`src/rtl/lc4_free_list_ck_pkg.sv`:
```
// lc4_free_list_ck_pkg: shared sizing defaults and update-priority encoding for the free list
package lc4_free_list_ck_pkg;
    localparam int FL_N       = 16;
    localparam int FL_LOGN    = 4;
    localparam int FL_NARCH   = 8;
    localparam int FL_ALLOC_W = 2;
    localparam int FL_NCK     = 4;
    localparam int FL_LOGCK   = 2;
    typedef enum logic [1:0] {
        OP_NORMAL,
        OP_RESTORE,
        OP_FLUSH
    } fl_op_e;
endpackage

```
`src/rtl/lc4_free_list_ck_pick.sv`:
```
// lc4_free_list_ck_pick: MSB-first picker returning W distinct set-bit indices and their valid mask
module lc4_free_list_ck_pick #(
    parameter int N    = 16,
    parameter int LOGN = 4,
    parameter int W    = 2
) (
    input  logic [N-1:0]      mask,
    output logic [W*LOGN-1:0] idx,
    output logic [W-1:0]      vld
);
    logic [N-1:0] m;
    // each slot takes the highest remaining set bit, then removes it for the next slot
    always_comb begin
        m   = mask;
        idx = '0;
        vld = '0;
        for (int s = 0; s < W; s++) begin
            for (int b = 0; b < N; b++) begin
                if (m[b]) begin
                    idx[s*LOGN +: LOGN] = LOGN'(b);
                    vld[s] = 1'b1;
                end
            end
            if (vld[s]) m[idx[s*LOGN +: LOGN]] = 1'b0;
        end
    end
endmodule

```
`src/rtl/lc4_free_list_ck.sv`:
```
// lc4_free_list_ck: multi-port physical register free list with architectural recovery and branch checkpoints
module lc4_free_list_ck
    import lc4_free_list_ck_pkg::*;
#(
    parameter int N       = FL_N,
    parameter int LOGN    = FL_LOGN,
    parameter int NARCH   = FL_NARCH,
    parameter int ALLOC_W = FL_ALLOC_W,
    parameter int NCK     = FL_NCK,
    parameter int LOGCK   = FL_LOGCK
) (
    input  logic                    clk,
    input  logic                    gwe,
    input  logic                    rst,
    input  logic [ALLOC_W-1:0]      alloc_req,
    output logic                    alloc_ready,
    output logic [ALLOC_W*LOGN-1:0] alloc_preg,
    input  logic [ALLOC_W-1:0]      commit_valid,
    input  logic [ALLOC_W*LOGN-1:0] commit_old,
    input  logic [ALLOC_W*LOGN-1:0] commit_new,
    input  logic                    flush,
    input  logic                    ck_take,
    input  logic [LOGCK-1:0]        ck_id,
    input  logic                    ck_restore,
    input  logic [LOGCK-1:0]        ck_rid,
    output logic                    full,
    output logic [LOGN:0]           free_count
);
    localparam logic [N-1:0] RST_MASK = {{(N-NARCH){1'b1}}, {NARCH{1'b0}}};

    logic [N-1:0]       free_q, free_d, arch_q, arch_d, arch_c, cm, am;
    logic [N-1:0]       snap_q [NCK];
    logic [N-1:0]       snap_d [NCK];
    logic [N-1:0]       snap_c [NCK];
    logic [NCK-1:0]     sv_q, sv_d;
    logic [ALLOC_W-1:0] pv;
    fl_op_e             op;

    lc4_free_list_ck_pick #(.N(N), .LOGN(LOGN), .W(ALLOC_W)) u_pick (
        .mask(free_q),
        .idx (alloc_preg),
        .vld (pv)
    );

    assign free_count  = (LOGN+1)'($countones(free_q));
    assign full        = free_q == '0;
    assign alloc_ready = free_count >= (LOGN+1)'(ALLOC_W);

    // flush beats restore; a restore from an invalid slot falls through to normal operation
    always_comb op = flush ? OP_FLUSH : (ck_restore && sv_q[ck_rid]) ? OP_RESTORE : OP_NORMAL;

    // commit effects on the architectural mask and valid snapshots, plus this cycle's grants
    always_comb begin
        arch_c = arch_q;
        cm     = '0;
        am     = '0;
        for (int i = 0; i < ALLOC_W; i++) begin
            if (commit_valid[i]) begin
                arch_c[commit_old[i*LOGN +: LOGN]] = 1'b1;
                arch_c[commit_new[i*LOGN +: LOGN]] = 1'b0;
                cm[commit_old[i*LOGN +: LOGN]]     = 1'b1;
            end
            if (alloc_req[i] && alloc_ready && pv[i]) am[alloc_preg[i*LOGN +: LOGN]] = 1'b1;
        end
        for (int j = 0; j < NCK; j++) snap_c[j] = sv_q[j] ? snap_q[j] | cm : snap_q[j];
    end

    // next-state selection by priority; a new checkpoint captures the post-allocation mask
    always_comb begin
        arch_d = arch_c;
        snap_d = snap_c;
        sv_d   = sv_q;
        free_d = (free_q | cm) & ~am;
        case (op)
            OP_FLUSH: begin
                free_d = arch_c;
                sv_d   = '0;
            end
            OP_RESTORE: begin
                free_d        = snap_q[ck_rid] | cm;
                sv_d[ck_rid]  = 1'b0;
            end
            default: begin
                if (ck_take) begin
                    snap_d[ck_id] = free_d;
                    sv_d[ck_id]   = 1'b1;
                end
            end
        endcase
    end

    // all state moves only under gwe; reset is likewise qualified by gwe
    always_ff @(posedge clk) begin
        if (gwe && rst) begin
            free_q <= RST_MASK;
            arch_q <= RST_MASK;
            sv_q   <= '0;
            for (int j = 0; j < NCK; j++) snap_q[j] <= RST_MASK;
        end else if (gwe) begin
            free_q <= free_d;
            arch_q <= arch_d;
            sv_q   <= sv_d;
            for (int j = 0; j < NCK; j++) snap_q[j] <= snap_d[j];
        end
    end
endmodule

```
`config.mk`:
```
export PLATFORM = sky130hd
export DESIGN_NAME = lc4_free_list_ck
export DESIGN_NICKNAME = d
export VERILOG_FILES = /design/src/rtl/lc4_free_list_ck_pkg.sv /design/src/rtl/lc4_free_list_ck_pick.sv /design/src/rtl/lc4_free_list_ck.sv
export SDC_FILE = /design/constraint.sdc
export NUM_CORES = 1
export LEC_CHECK = 0
export ABC_CLOCK_PERIOD_IN_PS = 11120
export CORE_MARGIN = 2
export CORE_UTILIZATION = 55
export DETAILED_ROUTE_END_ITERATION = 12
export PLACE_DENSITY = 0.77
export SYNTH_ARGS = -nofsm -noshare
export SYNTH_HDL_FRONTEND = slang
export SYNTH_HIERARCHICAL = 1
export SYNTH_SLANG_ARGS = --single-unit
```
`constraint.sdc`:
```
create_clock -name clk -period 11.12 [get_ports clk]
set_input_delay 1.668 -clock clk [delete_from_list [all_inputs] [get_ports clk]]
set_output_delay 1.668 -clock clk [all_outputs]
set_load 0.05 [all_outputs]
```
# After elaboration in Yosys (flattened, before gate mapping)
# Memories as Yosys holds them, arrays and structs flattened.
# Index checks and enable logic that the tools add are counted.
# classes
order_cmp	19
mux	110
bitwise	26
n_addsub	15
eq_ne	2
n_reduce_logical	19
# op_table
operator	n
2-to-1 mux 16 bit	16
bitwise OR 16 bit	10
2-to-1 mux 64 bit	2
2-to-1 mux 4 bit	17
bitwise AND 16 bit	4
bitwise mux 64 bit	1
inverter 16 bit	4
2-to-1 mux 1 bit	49
demux 16 bit (select 2 bit)	1
one-hot mux 16 bit (2 select lines)	1
less-than comparator 4 x 5 -> 1 bit, second input constant	6
demux 1 bit (select 4 bit)	6
greater-or-equal comparator 4 x 1 -> 1 bit, second input constant	6
2-to-1 mux 3 bit	8
adder 1 x 1 -> 2 bit	8
zero test 16 bit	1
logical AND 1 bit	15
adder 2 x 2 -> 3 bit	4
2-to-1 mux 2 bit	5
adder 3 x 3 -> 4 bit	2
one-hot mux 4 bit (2 select lines)	1
less-than comparator 2 x 3 -> 1 bit, second input constant	2
adder 4 x 4 -> 5 bit	1
greater-or-equal comparator 5 x 2 -> 1 bit, second input constant	1
other kinds (15)	20
# totals
memories	1
regBits	36
word_cells	195
ramBits	64
out_inout_bits	15
input_bits	30
# memory_table
memory	words	width	rd	rd_clocked_by_memory_dff	wr	line	rtl
snap_q	4	16	5	0	4	lc4_free_list_ck.sv:32	logic [N-1:0] snap_q [NCK];

# Longest topological paths before layout
# Gate-level depths: netlist (run 1).
# logic_depth
depth_word	49
ltp_mapped	16
depth_no_buf	15

# By module
# Netlist (run 1), hierarchy kept.
# modules_own_cells
module	seq_area_each_um2	area_per_inst_um2	cells_per_inst	n_inst
lc4_free_list_ck	2642.5	6941.7	715	1
lc4_free_list_ck_pick	0.0	654.4	97	1

# Least setup slack after synthesis (run 1)
# OpenSTA, ideal clock, no wires.
# synth_timing
path_type	register to output
startpoint	reg free_q[13]
endpoint	out alloc_ready
n_path_buf	1
path_stages_with_launch	13
arrival_ns	4.350
setup_slack_ns	5.102
required_ns	9.452
cell_sequence	dfxtp_1 -> inv_1 -> fa_1 -> fa_1 -> fa_1 -> fa_1 -> inv_1 -> ha_1 -> fa_1 -> a21oi_2 -> o21a_1 -> buf_2 -> inv_1
# synth_via
elab_chain_cells	5
# synth_rtl
item	line	rtl
start: declaration	lc4_free_list_ck.sv:31	logic [N-1:0] free_q, free_d, arch_q, arch_d, arch_c, cm, am;
start signal: assignment	lc4_free_list_ck.sv:100	free_q <= free_d;
adder 1 x 1 -> 2 bit (not written as such)	lc4_free_list_ck.sv:45	assign free_count = (LOGN+1)'($countones(free_q));
adder 2 x 2 -> 3 bit (not written as such)	lc4_free_list_ck.sv:45	
adder 3 x 3 -> 4 bit (not written as such)	lc4_free_list_ck.sv:45	
adder 4 x 4 -> 5 bit (not written as such)	lc4_free_list_ck.sv:45	
named net free_count[1]	lc4_free_list_ck.sv:27	output logic [LOGN:0] free_count
greater-or-equal comparator 5 x 2 -> 1 bit	lc4_free_list_ck.sv:47	assign alloc_ready = free_count >= (LOGN+1)'(ALLOC_W);
end: declaration	lc4_free_list_ck.sv:16	output logic alloc_ready,
# The timed path passes the listed nets, and every way through them passes these cells.

# Worst setup path in the final report (run 1)
# layout_timing
startpoint	reg free_q[13]
endpoint	out alloc_ready
# layout_via
elab_chain_cells	5
# layout_rtl
item	line
adder 1 x 1 -> 2 bit (not written as such)	lc4_free_list_ck.sv:45
adder 2 x 2 -> 3 bit (not written as such)	lc4_free_list_ck.sv:45
adder 3 x 3 -> 4 bit (not written as such)	lc4_free_list_ck.sv:45
adder 4 x 4 -> 5 bit (not written as such)	lc4_free_list_ck.sv:45
greater-or-equal comparator 5 x 2 -> 1 bit	lc4_free_list_ck.sv:47
# Every way passes these cells.

==> summary.md, run 1 <==
| Metric | Value |
|---|---|
| Status | `complete, no violations` |
| Post-route ant nets | `0` |
| CP top delay family | `adder cells` |
| Crit path max fanout | `19` |
| CTS tree | `yes` |
| Post-route setup TNS | `0 ns` |
| CTS resizes | `0` |
| Max-Cap Viols | `0` |
| P_leak | `a little under 0.003 uW` |
| Port bufs | `44` |
| Fin util | `62.6%` |
| Final hold vios | `0` |
| Clock Latency Late Sink | `approximately 0.36 ns` |
| #FFs+latches synth | `100` |
| Post-Synthesis Cells | `812` |
| CP arrival | `roughly 5.9 ns` |
| Vias per cell | `7.21` |
| Chip width | `approximately 120 microns` |
| Worst path cell trace | `inv_1 -> fa_1 -> fa_1 -> fa_1 -> fa_1 -> inv_1 -> ha_1 -> fa_1 -> a211o_1 -> a21oi_2 -> o21a_1 -> inv_1 -> clkdlybuf4s50_1` |
| Placed Instances | `989` |
| Maximum vdd ir drop | `around 0.00011 V` |
| Tmin final | `7.59 ns` |
| FILL cells | `~1200` |
| Core Area | `roughly 13000 sq um` |
| TritonCTS Buffers | `9` |
| CTS root buf | `clkbuf_16` |
| Synthesized Nets | `about 860` |
| Final instance area | `8360 sq um` |
| Hold Path Class | `flip-flop to flip-flop` |
| RSZ-0062 raised after global routing | `false` |
| Worst-margin pin slew | `around 1.1 ns` |
| Placer congestion estimate | `just over 1` |
| Tot GR Track Use | `between 30% and 40%` |
| Total I/O pin count | `45` |
| Worst hold slack | `roughly 0.47 ns` |
| Post-Syn Area | `between 7000 and 8000 sq um` |
| Bufs on Longest Clock Path | `2` |
| Clock sink count | `100` |
| Yosys warnings | `6` |
| Multi-input logic area | `~4500 sq um` |
| TritonRoute pass-1 iters | `5` |
| Worst path max stage delay | `0.81 ns` |
| Starting Density | `56.9%` |
| Post CTS Setup Buffer Count | `0` |
| Critical path depth in cells | `13` |
| CTS clk-pin slew, worst paths | `approximately 0.070 ns` |
| Vias in the first global route | `approximately 6900` |
| Register-to-Register Path Depth | `14` |
| Startpoint Class | `flip-flop` |
| Share of layout cells above drive strength 1 | `between 10% and 20%` |
| Die Footprint | `about 15000 sq um` |
| Commonest non-fill, non-tap cell in the layout | `nand2_1` |
| Post-Route WL | `between 20000 and 30000 microns` |
| DIE HEIGHT | `122 microns` |
| Max Fclk | `0.132 GHz` |
| Most used cell, CP | `fa_1` |
| Synth Area per Inst | `a little over 9 sq um` |
| Drt wl/cell | `25.3 microns` |
| Worst slew margin | `24.3%` |
| Ys flop type | `edfxtp_1` |
| Fraction of registers with async set/reset | `0%` |
| Hold-fix buffers at CTS | `0` |
| Final setup violation count | `0` |
| H-tree depth | `3` |
| Vias | `a little over 7000` |
| Kind of critical path | `flip-flop to output pin` |
| Initial antenna violation count | `0` |
| CP endpoint kind | `output pin` |
| Number of library cell types mapped by synthesis | `between 80 and 90` |
| Area grow syn2layout | `10.0%` |
| Commonest non-fill, non-tap cells in the layout | `75 x nand2_1, 70 x a211oi_1, 64 x edfxtp_1, 47 x o21ai_0, 43 x clkdlybuf4s50_1` |
| Total gr overflow | `0` |
| Final Skew | `about 0.011 ns` |
| Residual DRC count | `0` |
| Register Area | `between 2000 and 3000 sq um` |
| Largest net degree at the start of global routing | `between 60 and 70` |
| Max-slew violations | `0` |
| Final period util | `around two thirds` |
| Req. time, crit path | `about 9.5 ns` |
| Placement Rows | `between 40 and 50` |
| Crit-path slowest cell | `dfxtp_1` |
| Finished Layout Cells | `between 1000 and 1500` |
| First-pass GRT wire length | `39700 microns` |
| Hold depth | `2` |
| Pwr dens | `about 150 nW/um^2` |
| Number of flops mapped to enable cells by yosys | `64` |
| Dpl hpwl | `~18000 microns` |
| Antenna Diode Count | `0` |
| NumNets Final | `between 800 and 900` |
| Post-DP Area | `8060 sq um` |
| Register area share after synthesis | `a little over a third` |
| Buf+Inv Stages, Crit Path | `4` |
| First DRT Iteration DRCs | `846` |
registers in the layout (all words and copies together) (netlist names):
name and flops:
sv_q 4, arch_q 16, snap_q 64, free_q 16
worst paths after layout:
check | startpoint | endpoint | slack, ns
max reg2reg | free_q[13]$_SDFFE_PP1P_ | snap_q[3][3]$_SDFFCE_PN0P_ | 5.25
max | free_q[13]$_SDFFE_PP1P_ | alloc_ready | 3.53
min | arch_q[2]$_SDFFE_PP0P_ | arch_q[2]$_SDFFE_PP0P_ | 0.47
min reg2reg | arch_q[2]$_SDFFE_PP0P_ | arch_q[2]$_SDFFE_PP0P_ | 0.47
per-layer routing:
| metal | vias up | track usage (%) | wire, microns |
|---|---|---|---|
| li1 | 3209 | - | - |
| met2 | 437 | 54.9 | 11900 |
| met3 | 61 | 8.55 | 2660 |
| met1 | 3540 | 48.9 | 10200 |
| met5 | - | 0 | 0 |
| met4 | 0 | 11.0 | 677 |
layout make-up:
cell class                      count  share of cell area [%]
Timing Repair Buffer               57                    6.41
Multi-Input combinational cell    614                    53.8
Clock buffer                       11                    3.02
Tap cell                          176                    2.63
Clock inverter                      5                   0.614
Inverter                           42                    1.89
Sequential cell                   100                    31.6
where the power goes:
group | internal [uW] | switching [uW] | total, uW
Sequential | 410 | 26.3 | 436
Clock | 170 | 154 | 324
Combinational | 155 | 313 | 468
Yosys cell counts, types with 7 or more instances:
library cell / count / share of area (%)
a2111oi_0: 8 / 0.92
a211o_1: 8 / 0.92
a211oi_1: 70 / 6.9
a211oi_2: 18 / 3.0
a21o_1: 24 / 2.4
a21oi_1: 40 / 2.6
a22oi_1: 10 / 0.99
a31oi_1: 13 / 1.1
buf_2: 10 / 0.66
buf_4: 7 / 0.69
buf_6: 7 / 1.0
clkbuf_1: 30 / 1.5
dfxtp_1: 36 / 9.5
edfxtp_1: 64 / 25
fa_1: 10 / 2.6
inv_1: 41 / 2.0
mux4_2: 17 / 5.0
nand2_1: 75 / 3.7
nand3_1: 12 / 0.79
nand3b_1: 8 / 0.79
nor2_1: 41 / 2.0
nor2b_1: 15 / 1.2
nor3_1: 14 / 0.92
o211ai_1: 14 / 1.4
o21a_1: 9 / 0.89
o21ai_0: 47 / 3.1
o221a_2: 9 / 1.3
o22a_1: 8 / 0.92
o22ai_1: 28 / 2.3
kinds of logic (layout without fill, tap and decap cells):
family | count (synthesis) | after routing | share of synthesized area, %
multiplexers | 17 | 17 | 5.04
AO/OA/AOI/OAI | 350 | 350 | 34.1
adder cells (fa/ha/maj) | 16 | 16 | 3.62
buffers and inverters | 98 | 115 | 6.05
flip-flops | 100 | 100 | 34.8
XOR/XNOR | 2 | 2 | 0.231
AND/OR/NAND/NOR | 229 | 229 | 16.2
per-stage QoR:
stage / power, uW / setup WS (ns)
after floorplan: 768 / 5.10
final: 1230 / 3.53
after global placement: 891 / 4.09
after global routing: 1280 / 3.23
after detailed placement: 904 / 3.94
after CTS: 1220 / 3.57
worst register-to-register path, stage by stage (launching register included):
cell      delay (ns)
dfxtp_1         0.81
inv_1           0.15
fa_1            0.51
fa_1            0.53
fa_1            0.44
fa_1            0.49
inv_1           0.04
ha_1            0.20
fa_1            0.45
a211o_1         0.32
a21oi_2         0.29
o21a_1          0.55
nor3_1          0.19
a211o_1         0.49
a211oi_1        0.27
No activity file was read; power rests on OpenSTA's default activity.
==> run 2: changes to the inputs <==
Settings changed: ABC_CLOCK_PERIOD_IN_PS 11120 to 6400, PLACE_DENSITY 0.77 to 0.79.
Clock period 11.12 ns to 6.4 ns, I/O delays scaled along.
==> run 2 against run 1 <==
  * Non-clock buffer count grew 4
  * Register-to-register slack lost 4.3 ns
  * Routed wire length rose by 2.2%
  * First-iteration DRC count is 58% higher
  * Cell count grew 0.40%
  * Core utilization up 0.12 points
  * Via count is 3.6% higher
  * Clock skew decreased by 0.0032 ns
  * Worst hold slack lost 0.0011 ns
  * Critical path type unchanged
==> summary.md, run 2 (same netlist as run 1, synthesis figures left out) <==
| Metric | Value |
|---|---|
| Metal2 WL | `roughly 12000 microns` |
| Switching part of the total power | `roughly 39%` |
| Placement Rows | `42` |
| TritonCTS Buffers | `9` |
| Total gr overflow | `0` |
| Max-Cap Viols | `0` |
| CP arrival | `roughly 5 ns` |
| Crit path max fanout | `13` |
| TritonRoute pass-1 iters | `7` |
| CP top delay family | `adder cells` |
| Maximum vdd ir drop | `roughly 0.00024 V` |
| Vias per cell | `about 7.4` |
| H-tree depth | `3` |
| Initial antenna violation count | `0` |
| RSZ-0062 raised after global routing | `false` |
| Startpoint Class | `flip-flop` |
| Core Area | `13300 sq um` |
| Residual DRC count | `0` |
| Finished Layout Cells | `around 1000` |
| Max Fclk | `~0.17 GHz` |
| Most used cell, CP | `fa_1` |
| Req. time, crit path | `around 5.4 ns` |
| Final hold vios | `0` |
| Pre-CTS WS | `just over 0.8 ns` |
| Hold Path Class | `flip-flop to flip-flop` |
| Top Metal Used | `met4` |
| Post CTS Setup Buffer Count | `0` |
| Chip width | `approximately 120 microns` |
| Drt wl/cell | `25.8 microns` |
| Post-route ant nets | `0` |
| Placer congestion estimate | `between 1 and 1.5` |
| Final WS setup | `about 0.39 ns` |
| Vias | `around 7500` |
| Antenna Diode Count | `0` |
| Clock sink count | `100` |
| Starting Density | `between 50 and 60%` |
| Post-Route WL | `26000 microns` |
| Tot GR Track Use | `between 30% and 40%` |
| Final Skew | `around 0.0074 ns` |
| CTS clk-pin slew, worst paths | `~0.07 ns` |
| DIE HEIGHT | `roughly 120 microns` |
| Placed Instances | `just under 1000` |
| Worst hold slack | `~0.47 ns` |
| CP endpoint kind | `output pin` |
| Largest net degree at the start of global routing | `95` |
| Worst path cell trace | `inv_1 -> fa_1 -> fa_1 -> fa_1 -> fa_1 -> inv_1 -> ha_1 -> fa_1 -> a211o_1 -> a21oi_2 -> o21a_1 -> buf_4 -> inv_1 -> buf_4` |
| Share of layout cells above drive strength 1 | `13.3%` |
| Worst path max stage delay | `0.71 ns` |
| Bufs on Longest Clock Path | `2` |
| First DRT Iteration DRCs | `1340` |
| Max FFs per register | `64` |
| Die Footprint | `14800 sq um` |
| CTS root buf | `clkbuf_16` |
| Met1 wire length | `between 10000 and 15000 microns` |
| Sequential Power Share | `between 30% and 40%` |
| Int Pwr | `approximately 1300 uW` |
| Kind of critical path | `flip-flop to output pin` |
| Total I/O pin count | `45` |
| NumNets Final | `874` |
| Dpl hpwl | `between 15000 and 20000 microns` |
| First-pass GRT wire length | `approximately 40000 microns` |
| CTS tree | `yes` |
| Fin util | `62.7%` |
| Final setup violation count | `0` |
| Met3 wire length | `2960 microns` |
| P_leak | `just under 0.003 uW` |
| Final period util | `93.8%` |
| Post-route setup TNS | `0 ns` |
| Biggest regs | `snap_q: 64 flops, arch_q: 16 flops, free_q: 16 flops` |
| Area grow syn2layout | `10.3%` |
| Clock Latency Late Sink | `between 0.3 and 0.4 ns` |
| Status | `complete, no violations` |
| CTS resizes | `0` |
| Combinational share of power | `between 30% and 40%` |
| Buf+Inv Stages, Crit Path | `5` |
| Commonest non-fill, non-tap cell in the layout | `nand2_1` |
| Pwr dens | `256 nW/um^2` |
| Port bufs | `44` |
| Clk pwr share | `between 20% and 30%` |
| Largest Register | `snap_q` |
| Crit-path slowest cell | `dfxtp_1` |
| Tmin final | `about 6 ns` |
| Max-slew violations | `0` |
| Worst slew margin | `a little over an eighth` |
| Net switching power figure | `around 840 uW` |
| Worst-margin pin slew | `around 1.3 ns` |
| Hold-fix buffers at CTS | `0` |
| Commonest non-fill, non-tap cells in the layout | `75 x nand2_1, 70 x a211oi_1, 64 x edfxtp_1, 47 x o21ai_0, 42 x clkdlybuf4s50_1` |
| Vias in the first global route | `7235` |
## run 2: path summary, 6_finish.rpt
kind | start | to | slack, ns | depth (start not counted)
worst max-delay path | free_q[15]$_SDFFE_PP1P_ | alloc_ready | 0.39 | 14
worst min-delay path | arch_q[2]$_SDFFE_PP0P_ | arch_q[2]$_SDFFE_PP0P_ | 0.47 | 2
worst max register to register | free_q[15]$_SDFFE_PP1P_ | snap_q[3][3]$_SDFFCE_PN0P_ | 0.96 | 15
worst min register to register | arch_q[2]$_SDFFE_PP0P_ | arch_q[2]$_SDFFE_PP0P_ | 0.47 | 2
## run 2: cell type report
cell class                 instances  area, sq um
clock buffer                      11          233
clock inverter                     5         58.8
fill                            1145         4970
inverter                          42          158
multi-input combinational        614         4500
sequential                       100         2640
tap                              176          220
timing repair buffer              61          563
## run 2: metrics by stage
stage	power, uW	cell area (sq um)
2_1_floorplan	1330	7600
3_5_place_dp	1570	8080
3_3_place_gp	1550	8080
4_1_cts	2120	8380
6_report	2140	8380
5_1_grt	2220	8380
## run 2: tightest hold or removal path, stage by stage (launching register included)
cell and delay (ns):
dfxtp_1 0.31, inv_1 0.05, o22ai_1 0.06
## run 2: routing by layer
layer	vias to the layer above	global-route usage (%)
li1	3222	-
met1	3650	49.5
met2	554	55.5
met3	80	7.38
met4	0	15.6
met5	-	0
## run 2: power groups by stage
stage               Combinational [uW]  Sequential (uW)  Clock (uW)
floorplan                          587              747           0
global placement                   797              753           0
detailed placement                 818              756           0
CTS                                821              742         561
global route                       894              746         584
finish                             836              744         561
